==> src/rtl/seq_mult_ctrl_pkg.sv <==
// Shared types and constants for the sequential multiplier.
// Holds the FSM state encoding and the default operand width.
package seq_mult_ctrl_pkg;

  localparam int DEF_WIDTH = 4;

  typedef enum logic [1:0] {
    S_IDLE = 2'b00,
    S_RUN  = 2'b01,
    S_DONE = 2'b10
  } state_t;

endpackage

==> src/rtl/seq_mult_datapath.sv <==
// Shift-and-add accumulator: one partial-product step per step pulse.
// Ports: clk, rst, i_load, i_step, i_a, i_b -> o_prod (post-step product).
module seq_mult_datapath #(
  parameter int WIDTH = 4
) (
  input  logic               clk,
  input  logic               rst,
  input  logic               i_load,
  input  logic               i_step,
  input  logic [WIDTH-1:0]   i_a,
  input  logic [WIDTH-1:0]   i_b,
  output logic [2*WIDTH-1:0] o_prod
);

  logic [WIDTH-1:0] r_mcand;
  logic [WIDTH:0]   r_hi;
  logic [WIDTH-1:0] r_lo;
  logic [WIDTH:0]   w_sum;

  // acc_lo starts as the multiplier, so its LSB selects each add
  assign w_sum = r_lo[0] ? (r_hi + {1'b0, r_mcand}) : r_hi;

  // Value the accumulator takes on this step; the shift drops the
  // zero carry bit, so the low 2*WIDTH bits are the full product.
  assign o_prod = {w_sum, r_lo[WIDTH-1:1]};

  always_ff @(posedge clk or posedge rst) begin
    if (rst) begin
      r_mcand <= '0;
      r_hi    <= '0;
      r_lo    <= '0;
    end else if (i_load) begin
      r_mcand <= i_a;
      r_hi    <= '0;
      r_lo    <= i_b;
    end else if (i_step) begin
      {r_hi, r_lo} <= {1'b0, w_sum, r_lo[WIDTH-1:1]};
    end
  end

endmodule

==> src/rtl/seq_mult_ctrl.sv <==
// Sequential unsigned multiplier: FSM, step counter, product register.
// Ports: clk, rst, start, A, B -> busy, done, R (all outputs registered).
module seq_mult_ctrl
  import seq_mult_ctrl_pkg::*;
#(
  parameter int WIDTH = DEF_WIDTH
) (
  input  logic               clk,
  input  logic               rst,
  input  logic               start,
  input  logic [WIDTH-1:0]   A,
  input  logic [WIDTH-1:0]   B,
  output logic               busy,
  output logic               done,
  output logic [2*WIDTH-1:0] R
);

  localparam int CW = $clog2(WIDTH + 1);
  localparam logic [CW-1:0] LAST = CW'(WIDTH - 1);

  state_t           r_state;
  logic [CW-1:0]    r_cnt;
  logic             w_load;
  logic             w_step;
  logic [2*WIDTH-1:0] w_prod;

  assign w_load = (r_state == S_IDLE) && start;
  assign w_step = (r_state == S_RUN);

  seq_mult_datapath #(
    .WIDTH(WIDTH)
  ) u_dp (
    .clk   (clk),
    .rst   (rst),
    .i_load(w_load),
    .i_step(w_step),
    .i_a   (A),
    .i_b   (B),
    .o_prod(w_prod)
  );

  always_ff @(posedge clk or posedge rst) begin
    if (rst) begin
      r_state <= S_IDLE;
      r_cnt   <= '0;
      busy    <= 1'b0;
      done    <= 1'b0;
      R       <= '0;
    end else begin
      case (r_state)
        S_IDLE: begin
          if (start) begin
            r_state <= S_RUN;
            r_cnt   <= '0;
            busy    <= 1'b1;
          end
        end
        S_RUN: begin
          r_cnt <= r_cnt + 1'b1;
          // the edge finishing step WIDTH latches the product
          if (r_cnt == LAST) begin
            r_state <= S_DONE;
            done    <= 1'b1;
            R       <= w_prod;
          end
        end
        S_DONE: begin
          r_state <= S_IDLE;
          busy    <= 1'b0;
          done    <= 1'b0;
        end
        default: begin
          r_state <= S_IDLE;
          busy    <= 1'b0;
          done    <= 1'b0;
        end
      endcase
    end
  end

endmodule

==> config.mk <==
export PLATFORM = sky130hd
export DESIGN_NAME = seq_mult_ctrl
export DESIGN_NICKNAME = d
export VERILOG_FILES = /design/src/rtl/seq_mult_ctrl_pkg.sv /design/src/rtl/seq_mult_datapath.sv /design/src/rtl/seq_mult_ctrl.sv
export SDC_FILE = /design/constraint.sdc
export NUM_CORES = 1
export LEC_CHECK = 0
export ABC_AREA = 1
export BUFFER_PORTS_ARGS = -buffer_cell sky130_fd_sc_hd__buf_2
export CORE_UTILIZATION = 36
export CTS_CLUSTER_DIAMETER = 200
export DETAILED_ROUTE_END_ITERATION = 7
export MAX_ROUTING_LAYER = met4
export PLACE_DENSITY = 0.64
export SETUP_SLACK_MARGIN = 0.4
export SLEW_MARGIN = 20
export SYNTH_ARGS = -nofsm -noshare
export SYNTH_HDL_FRONTEND = slang
export SYNTH_SLANG_ARGS = --single-unit
==> constraint.sdc <==
create_clock -name clk -period 1.6 [get_ports clk]
set_input_delay 0.48 -clock clk [delete_from_list [all_inputs] [get_ports clk]]
set_output_delay 0.48 -clock clk [all_outputs]
set_load 0.1 [all_outputs]
# ---- After elaboration in Yosys (flattened, before gate mapping)
# Index checks and enable logic that the tools add are counted.
dict set report op_classes {
  bitwise 2
  n_reduce_logical 9
  muxes 14
  addsub 2
  eq_ne 4
}
# operator count
set ops {}
lappend ops {{two-way mux 5 bit} 3}
lappend ops {{AND reduction 2 bit} 5}
lappend ops {{two-way mux 4 bit} 2}
lappend ops {{one-hot mux 3 bit (2 select lines)} 1}
lappend ops {{adder 5 x 4 -> 5 bit} 1}
lappend ops {{two-way mux 2 bit} 2}
lappend ops {{!= test 2 bit (second input constant)} 2}
lappend ops {{one-hot mux 1 bit (2 select lines)} 2}
lappend ops {{one-hot mux 2 bit (2 select lines)} 1}
lappend ops {{nonzero test 2 bit} 2}
lappend ops {{adder 3 x 1 -> 3 bit (second input constant)} 1}
lappend ops {{equality test 3 x 2 -> 1 bit (second input constant)} 1}
lappend ops {{two-way mux 3 bit} 1}
lappend ops {{equality test 2 x 1 -> 1 bit (second input constant)} 1}
lappend ops {{logical NOT 2 bit} 1}
lappend ops {{two-way mux 1 bit} 2}
lappend ops {{inverter 1 bit} 2}
lappend ops {{logical AND 1 bit} 1}
dict set report totals {
  inputBits 11
  register_bits 28
  out_inout_bits 10
  elab_cells 39
}

# ---- Depth between registers and ports, before layout
# Gate-level depths: netlist of run 1.
dict set report depth {
  ltp_word 4
  ltp_mapped 7
  depth_no_buf 7
}

# ---- Cells and area by module
# From an unflattened synthesis of run 1, not the netlist that was laid out.
dict set report hier_totals {
  cells_unflattened 164
  hier_area_um2 1396.3
}
# mod n_inst seq_area_each_um2 area_per_inst_um2 cells_each
set modules_own_cells {}
lappend modules_own_cells {seq_mult_datapath 1 300.3 748.2 93}
lappend modules_own_cells {seq_mult_ctrl 1 375.4 648.1 71}

# ---- Least setup slack after synthesis of run 1
# No wires, ideal clock.
dict set report synth_timing {
  path_kind {register to register}
  start {register u_dp.r_hi[0]}
  end {register R[5]}
  t_required_ps 1517
  slack_ps 213
  arrival_ps 1304
  path_buffers 0
  stages_incl_launch_ff 8
  setup_ps 83
  synth_period_minus_slack_ps 1387
  path_cell_list {dfrtp_1 ha_1 inv_1 fa_1 xor2_1 nand2_1 o21ai_0 o21ai_0}
}
dict set report synth_via {
  elab_chain_len 2
}
# item line_no
set synth_rtl {}
lappend synth_rtl {{start: declaration} seq_mult_datapath.sv:16} ;# logic [WIDTH:0] r_hi;
lappend synth_rtl {{start signal: assignment} seq_mult_datapath.sv:37} ;# {r_hi, r_lo} <= {1'b0, w_sum, r_lo[WIDTH-1:1]};
lappend synth_rtl {{adder 5 x 4 -> 5 bit} seq_mult_datapath.sv:21} ;# assign w_sum = r_lo[0] ? (r_hi + {1'b0, r_mcand}) : r_hi;
lappend synth_rtl {{two-way mux 5 bit} seq_mult_datapath.sv:21}
lappend synth_rtl {{end signal: assignment} seq_mult_ctrl.sv:64} ;# R <= w_prod;
lappend synth_rtl {{end: declaration} seq_mult_ctrl.sv:15} ;# output logic [2*WIDTH-1:0] R
# Every way passes these cells.
# A chain may end at the register's enable or synchronous reset.

# ---- Worst setup path in the final report of run 1
dict set report layout_timing {
  start {register u_dp.r_mcand[0]}
  end {register u_dp.r_hi[0]}
}
dict set report layout_via {
  elab_chain_len 4
}
# item line_no
set layout_rtl {}
lappend layout_rtl {{start: declaration} seq_mult_datapath.sv:15} ;# logic [WIDTH-1:0] r_mcand;
lappend layout_rtl {{start signal: assignment} seq_mult_datapath.sv:33} ;# r_mcand <= i_a;
lappend layout_rtl {{adder 5 x 4 -> 5 bit} seq_mult_datapath.sv:21}
lappend layout_rtl {{two-way mux 5 bit} seq_mult_datapath.sv:21}
lappend layout_rtl {{two-way mux 5 bit} seq_mult_datapath.sv:36} ;# end else if (i_step) begin
lappend layout_rtl {{two-way mux 5 bit} seq_mult_datapath.sv:32} ;# end else if (i_load) begin
# Every way passes these cells. The select of a mux whose other input is x is not followed.

==> metrics.cfg, run 1 <==
[sta]
slew_headroom = 0.752
fmax_mhz = 681
final.min_clock_period_ns = 1.47
hold_viol = 0
worst_slack_ns = 0.132
rsz0062_at_grt = yes
finalSetupViolations = 0
period_share = 0.917
slew_violations = 0
worstMarginPinSlew_ns = 0.372
skew_ns = 0.00348
fin_setup_tns_ns = 0

[route]
ant_nets = 0
wl_per_cell_um = 13.1
via_count = 1055
drt_first_pass_iters = 4
drt_iter0_drc = 34
viasPerCell = 4.75
routed_wl_um = 2910
drc = 0

[cts]
cts_max_level = 1
cts_tree = done
cts_hold_buf = 0
clk_latency_ns = 0.33
clk_pin_slew_worst_paths_ns = 0.16
cts.path.max_buffers = 2
cts.sinks = 27
root_buffer = clkbuf_4
cts_buffers = 3

[floorplanning]
dieHeight_um = 61.5
die_x_um = 61.5
ios = 21
start_util = 0.379
dieArea_mm2 = 0.00379
rows = 21
design.core.area_mm2 = 0.00336

[worst_setup_path]
cp-end-kind = register
path_max_fanout = 2
path_class = register to register
critPathLaunchType = register
worstPathArrival_ns = 1.71
critical_path_required_ns = 1.84

[finish]
final_nets = 195
area_delta_synth_final_pct = 45.5
final_cell_mix = nand2_1, buf_4, dfrtp_1
drive_gt1_frac = 0.455
fin_cells = 222
fin_area_mm2 = 0.00186
insertedDiodeCount = 0
final_common_cell = nand2_1
nFillCells = 323

[synthesis]
synth-seq-cells = 27
synthFlopType = dfrtp_1
ys_seq_area_frac = 0.529
syn_area_per_cell_um2 = 9.67
ys_top_cells_by_area = dfrtp_1, nand2_1, ha_1, o21ai_0, inv_1
synth_nets = 150
synth_top_area_cell = dfrtp_1
synthDistinctLibCells = 26
ys_async_sr_fraction = 1.00
syn_inst = 132
yosysWarnings = 0
synth_edf_count = 0
synth_area_mm2 = 0.00128
yosysTopAreaCellShare = 0.529

[placement]
preCtsSetupSlack_ns = 0.125
io_buffers = 20
hpwl_um = 1830
dpl_cell_area_mm2 = 0.00144
gp_congestion = 0.716
dp.cells = 196

[grt]
grt_usage = 0.175
grt_pass1_vias = 995
grt_pass1_wl_um = 4560
overflow = 0
antenna_found_initial = 0
grt_max_degree = 28

[status]
status = completed

[worst_hold_path]
hold_class = input port to asynchronous set/reset pin

[job]
drv_cap = 0

## kinds of logic (layout without fill, tap and decap cells)
kind of cell	after synthesis	count (layout)	synth area share
AND/OR/NAND/NOR	50	51	0.190
XOR/XNOR	1	1	0.00686
flip-flops	27	27	0.529
adder cells (fa/ha/maj)	7	7	0.0745
buffers and inverters	20	63	0.0774
AO/OA/AOI/OAI	27	27	0.122
## critical path: stages, from the launching register on
cell	delay (ns)
dfrtp_1	0.43
ha_4	0.16
inv_2	0.03
fa_2	0.51
nand2_1	0.06
o21ai_2	0.09
o22ai_1	0.09
## layout make-up
cell class / instances / area, um2 / area share
inverters: 17 / 73.8 / 0.0398
clock inverters: 1 / 7.51 / 0.00404
multi-input cells: 86 / 574 / 0.309
well taps: 46 / 57.6 / 0.0310
repair buffers: 42 / 432 / 0.232
flip-flops and latches: 27 / 689 / 0.371
clock buffers: 3 / 22.5 / 0.0121
## final timing paths
check / cells past startpoint / start / slack (ns) / to
worst max-delay path: 6 / u_dp.r_mcand[0]$_DFFE_PP0P_ / 0.13 / u_dp.r_hi[0]$_DFFE_PP0P_
worst min-delay path: 3 / rst / 0.18 / u_dp.r_lo[2]$_DFFE_PP0P_
worst max register to register: 6 / u_dp.r_mcand[0]$_DFFE_PP0P_ / 0.13 / u_dp.r_hi[0]$_DFFE_PP0P_
worst min register to register: 2 / u_dp.r_mcand[3]$_DFFE_PP0P_ / 0.51 / u_dp.r_mcand[3]$_DFFE_PP0P_
max in group asynchronous: 3 / rst / 1.13 / R[7]$_DFFE_PP0P_
min in group clk: 3 / A[2] / 0.33 / u_dp.r_mcand[2]$_DFFE_PP0P_
## synth_stat cells (2+ instances only)
cell and n:
nand3_1 6, nand2_1 38, dfrtp_1 27, a21oi_1 3, ha_1 6, o221ai_1 2
inv_2 3, o21ai_1 7, buf_6 2, o22ai_1 3, o21ai_0 9, inv_1 12
## what timing repair did
| action | CTS | global route |
|---|---|---|
| gates resized for setup | 42 | 16 |
| endpoints found under the setup margin | 25 | 26 |
| pin swaps | 6 | 7 |
| cloned | 0 | 1 |
| buffers inserted | 7 | 14 |
## through the flow
| stage | hold WS, ns | util |
|---|---|---|
| global route | 0.192 | 0.552 |
| finish | 0.185 | 0.552 |
| detailed placement | 0.469 | 0.429 |
| global placement | 0.465 | 0.429 |
| CTS | 0.180 | 0.498 |
| floorplan | 0.450 | - |
## per-layer routing
layer  track usage  vias to the layer above  part of all wire
met3        0.0252                        7             0.027
li1              -                      526                 -
met5             -                        -                 0
met2         0.296                       31              0.49
met1         0.213                      491              0.47
met4        0.0571                        0             0.015
## sequential cells by signal, indices dropped and copies added, names as in the netlist
| name | count |
|---|---|
| u_dp.r_mcand | 4 |
| r_state | 2 |
| u_dp.r_hi | 4 |
| busy | 1 |
| u_dp.r_lo | 4 |
| r_cnt | 3 |
| done | 1 |
| R | 8 |
Power of run 1 is left out: the tool's default activity adds up to more than one toggle a clock period on the data nets, which glitch-free logic cannot reach.
==> inputs of run 2 (changes only) <==
==> constraint.sdc (replaced) <==
create_clock -name clk -period 1.85 [get_ports clk]
set_input_delay 0.555 -clock clk [delete_from_list [all_inputs] [get_ports clk]]
set_output_delay 0.555 -clock clk [all_outputs]
set_load 0.1 [all_outputs]
==> run 2 against run 1 <==
Global-route usage down 0.73 points. Sequential share of layout area up 4.7 points. Clock skew up 0.0030 ns. Die area unchanged. Critical path type is now register to output pin. Via count down 9.4%. Highest routed layer unchanged. Design area down 11%.
==> metrics.cfg, run 2 (synthesized netlist as in run 1, its figures left out) <==
[worst_setup_path]
critPathLaunchType = register
path_class = register to output pin
critical_path_required_ns = 1.29
worstPathArrival_ns = 0.96
slowest_stage = dfrtp_2
slowest_delay_ns = 0.46
path_max_fanout = 2
path_cells = buf_12
path_buf_inv = 1
cp-end-kind = output pin
cp_top_family = flip-flops

[cts]
cts_buffers = 3
cts_max_level = 1
clk_pin_slew_worst_paths_ns = 0.15
root_buffer = clkbuf_4
cts.sinks = 27
clk_latency_ns = 0.33
cts.path.max_buffers = 2
cts_tree = done

[finish]
final_nets = 175
fin_area_mm2 = 0.00165
drive_gt1_frac = 0.340
insertedDiodeCount = 0
final_common_cell = nand2_1
largest_reg_flops = 8
regMostFlops = R
area_delta_synth_final_pct = 29.0
final_core_util = 0.490
final_cell_mix = nand2_1, dfrtp_1, inv_1

[route]
wl_per_cell_um = 12.3
drt_iter0_drc = 31
ant_nets = 0
drt_first_pass_iters = 4
via_count = 956
viasPerCell = 4.73
routed_wl_um = 2490
drc = 0

[sta]
finalSetupViolations = 0
skew_ns = 0.00650
fmax_mhz = 659
worstMarginPinSlew_ns = 0.375
slew_violations = 0
period_share = 0.821
slew_headroom = 0.750
hold_viol = 0
fin_setup_tns_ns = 0
final.min_clock_period_ns = 1.52
rsz0062_at_grt = yes

[status]
status = completed

[grt]
overflow = 0
antenna_found_initial = 0
grt_pass1_wl_um = 4350
grt_pass1_vias = 990
grt_usage = 0.167
grt_max_degree = 28

[placement]
dpl_cell_area_mm2 = 0.00143
gp_congestion = 0.770
io_buffers = 20
hpwl_um = 1810

[floorplanning]
dieHeight_um = 61.5
design.core.area_mm2 = 0.00336
rows = 21
die_x_um = 61.5
dieArea_mm2 = 0.00379
start_util = 0.379
ios = 21

[job]
drv_cap = 0

[worst_hold_path]
hold_class = input port to asynchronous set/reset pin

## run 2: layer usage
| metal | GRT usage | vias up | wire [um] | part of all wire |
|---|---|---|---|---|
| li1 | - | 479 | - | - |
| met1 | 0.187 | 452 | 1120 | 0.45 |
| met2 | 0.292 | 20 | 1240 | 0.50 |
| met3 | 0.0441 | 5 | 94 | 0.038 |
| met4 | 0.0508 | 0 | 32 | 0.013 |
| met5 | - | - | 0 | 0 |
## run 2: final cells by class
cell class | instances | area (um2)
fillers | 335 | 1720
flip-flops and latches | 27 | 688
multi-input cells | 85 | 527
repair buffers | 23 | 273
inverters | 17 | 71.3
well taps | 46 | 57.6
clock buffers | 3 | 22.5
clock inverters | 1 | 7.51
## run 2: stage by stage
step           instances  hold WS (ns)  setup slack, ns
2_1_floorplan        132         0.450            0.459
3_3_place_gp         196         0.462            0.391
3_5_place_dp         196         0.474            0.301
4_1_cts              200         0.251            0.315
5_1_grt              202         0.261            0.273
6_report             202         0.244            0.332
## run 2: timing repair
action | 4_1_cts | 5_1_grt
pin swaps | 2 | 2
hold endpoints to repair | 0 | 0
setup endpoints to repair | 16 | 18
buffers inserted | 0 | 2
hold buffers | 0 | 0
gates resized for setup | 43 | 7
## run 2: worst paths after layout
kind | slack, ns | startpoint | depth (start not counted) | endpoint
worst min-delay path | 0.24 | rst | 3 | r_cnt[2]$_DFFE_PP0P_
worst max register to register | 0.39 | u_dp.r_hi[0]$_DFFE_PP0P_ | 7 | R[5]$_DFFE_PP0P_
max in group asynchronous | 1.33 | rst | 3 | R[5]$_DFFE_PP0P_
worst min register to register | 0.50 | r_cnt[0]$_DFFE_PP0P_ | 1 | r_cnt[0]$_DFFE_PP0P_
min in group clk | 0.41 | A[2] | 3 | u_dp.r_mcand[2]$_DFFE_PP0P_
worst max-delay path | 0.33 | R[7]$_DFFE_PP0P_ | 1 | R[7]
Power of run 2 is left out for the same reason.
==> inputs of run 3 (changes only) <==
--- a/config.mk
+++ b/config.mk
@@ -11,7 +11,7 @@
 export CTS_CLUSTER_DIAMETER = 200
 export DETAILED_ROUTE_END_ITERATION = 7
 export MAX_ROUTING_LAYER = met4
-export PLACE_DENSITY = 0.64
+export PLACE_DENSITY = 0.66
 export SETUP_SLACK_MARGIN = 0.4
 export SLEW_MARGIN = 20
 export SYNTH_ARGS = -nofsm -noshare
==> constraint.sdc (replaced) <==
create_clock -name clk -period 1.2 [get_ports clk]
set_input_delay 0.36 -clock clk [delete_from_list [all_inputs] [get_ports clk]]
set_output_delay 0.36 -clock clk [all_outputs]
set_load 0.1 [all_outputs]
==> run 3 against run 2 <==
Clock skew increased by 0.00058 ns. Critical path type is now register to register. Global-route usage increased by 2.4 points. The run now ends with negative hold slack, negative setup slack left. Sequential share of layout area decreased by 8.1 points. Core utilization increased by 14 points.
==> metrics.cfg, run 3 (synthesized netlist as in run 1, its figures left out) <==
[worst_setup_path]
cp-end-kind = register
r2r-start = u_dp.r_hi[0]$_DFFE_PP0P_
path_class = register to register
r2r-end = u_dp.r_hi[0]$_DFFE_PP0P_
critPathLaunchType = register
rr_worst_depth = 6
critical_path_required_ns = 1.43
path_max_fanout = 2
ff2ff_setup_slack_ns = -0.28
worstPathArrival_ns = 1.71

[grt]
antenna_found_initial = 0
grt_pass1_vias = 1089
grt_pass1_wl_um = 5010
grt_max_degree = 17
grt_usage = 0.192
overflow = 0

[route]
met2_wirelength_um = 1770
dr_wl_met3_um = 188
drt_first_pass_iters = 4
met1_length_um = 1390
routed_wl_um = 3400
dr.max_layer_used = met4
drt_iter0_drc = 65
ant_nets = 0
wl_per_cell_um = 14.8
viasPerCell = 4.96
via_count = 1140
drc = 0

[finish]
final_nets = 203
insertedDiodeCount = 0
regMostFlops = R
final_cell_mix = nand2_1, dfrtp_1, buf_4
largest_reg_flops = 8
drive_gt1_frac = 0.598
area_delta_synth_final_pct = 65.7
final_common_cell = nand2_1
final_core_util = 0.629
fin_cells = 230

[cts]
cts_buffers = 3
clk_pin_slew_worst_paths_ns = 0.16
cts.sinks = 27
cts_max_level = 1
cts_tree = done
root_buffer = clkbuf_4
cts.path.max_buffers = 2
clk_latency_ns = 0.34

[floorplanning]
dieArea_mm2 = 0.00379
ios = 21
design.core.area_mm2 = 0.00336
dieHeight_um = 61.5
start_util = 0.379
rows = 21
die_x_um = 61.5

[sta]
final.min_clock_period_ns = 1.48
holdWs_ns = -0.0422
skew_ns = 0.00708
hold_viol = 11
fmax_mhz = 676
fin_setup_tns_ns = -3.65
worst_slack_ns = -0.280
slew_violations = 0
rsz0062_at_grt = yes
slew_headroom = 0.743
period_share = 1.23
worstMarginPinSlew_ns = 0.385
finalSetupViolations = 19

[placement]
io_buffers = 20
gp_congestion = 0.794
hpwl_um = 1890
dp.cells = 204

[status]
status = finished with violations
violations = negative hold slack, negative setup slack

[worst_hold_path]
hold_class = input port to asynchronous set/reset pin

[job]
drv_cap = 0

run 3: metrics by stage:
step	hold slack, ns	worst slack [ns]	instance area [um2]
detailed placement	0.341	-0.273	1710
finish	-0.0422	-0.280	2110
global placement	0.331	-0.212	1710
global route	-0.0412	-0.299	2110
CTS	-0.0332	-0.264	1960
floorplan	0.257	-0.167	1350
run 3: worst max-delay path: stages (launching register included):
cell and delay (ns):
dfrtp_1 0.43, ha_4 0.16, inv_2 0.03, fa_2 0.52, nand2_2 0.05, o21ai_2 0.08
o22ai_1 0.10
run 3: cell type report:
class	count	area (um2)
fillers	275	1250
flip-flops and latches	27	713
multi-input cells	88	708
repair buffers	48	518
inverters	17	87.6
well taps	46	57.6
clock buffers	3	22.5
clock inverters	1	7.51
run 3: worst max path at each step:
stage                                     start                       end  cells past startpoint
floorplan              u_dp.r_hi[0]$_DFFE_PP0P_  u_dp.r_hi[0]$_DFFE_PP0P_                      6
global placement       u_dp.r_hi[0]$_DFFE_PP0P_  u_dp.r_hi[0]$_DFFE_PP0P_                      6
detailed placement     u_dp.r_hi[0]$_DFFE_PP0P_  u_dp.r_hi[0]$_DFFE_PP0P_                      6
CTS                 u_dp.r_mcand[0]$_DFFE_PP0P_  u_dp.r_hi[0]$_DFFE_PP0P_                      6
global route           u_dp.r_hi[0]$_DFFE_PP0P_  u_dp.r_hi[1]$_DFFE_PP0P_                      7
finish                 u_dp.r_hi[0]$_DFFE_PP0P_  u_dp.r_hi[0]$_DFFE_PP0P_                      6
run 3: metal layers:
| metal | track usage | up-vias |
|---|---|---|
| met5 | - | - |
| met4 | 0.0825 | 0 |
| met3 | 0.0399 | 6 |
| met2 | 0.310 | 36 |
| met1 | 0.230 | 557 |
| li1 | - | 541 |
run 3: what timing repair did:
action	CTS	global route
setup endpoints to repair	37	37
resized for setup	26	29
endpoints found under the hold margin	11	11
pin swaps	12	13
cloned	3	0
setup buffers	13	6
Power of run 3 is left out for the same reason.
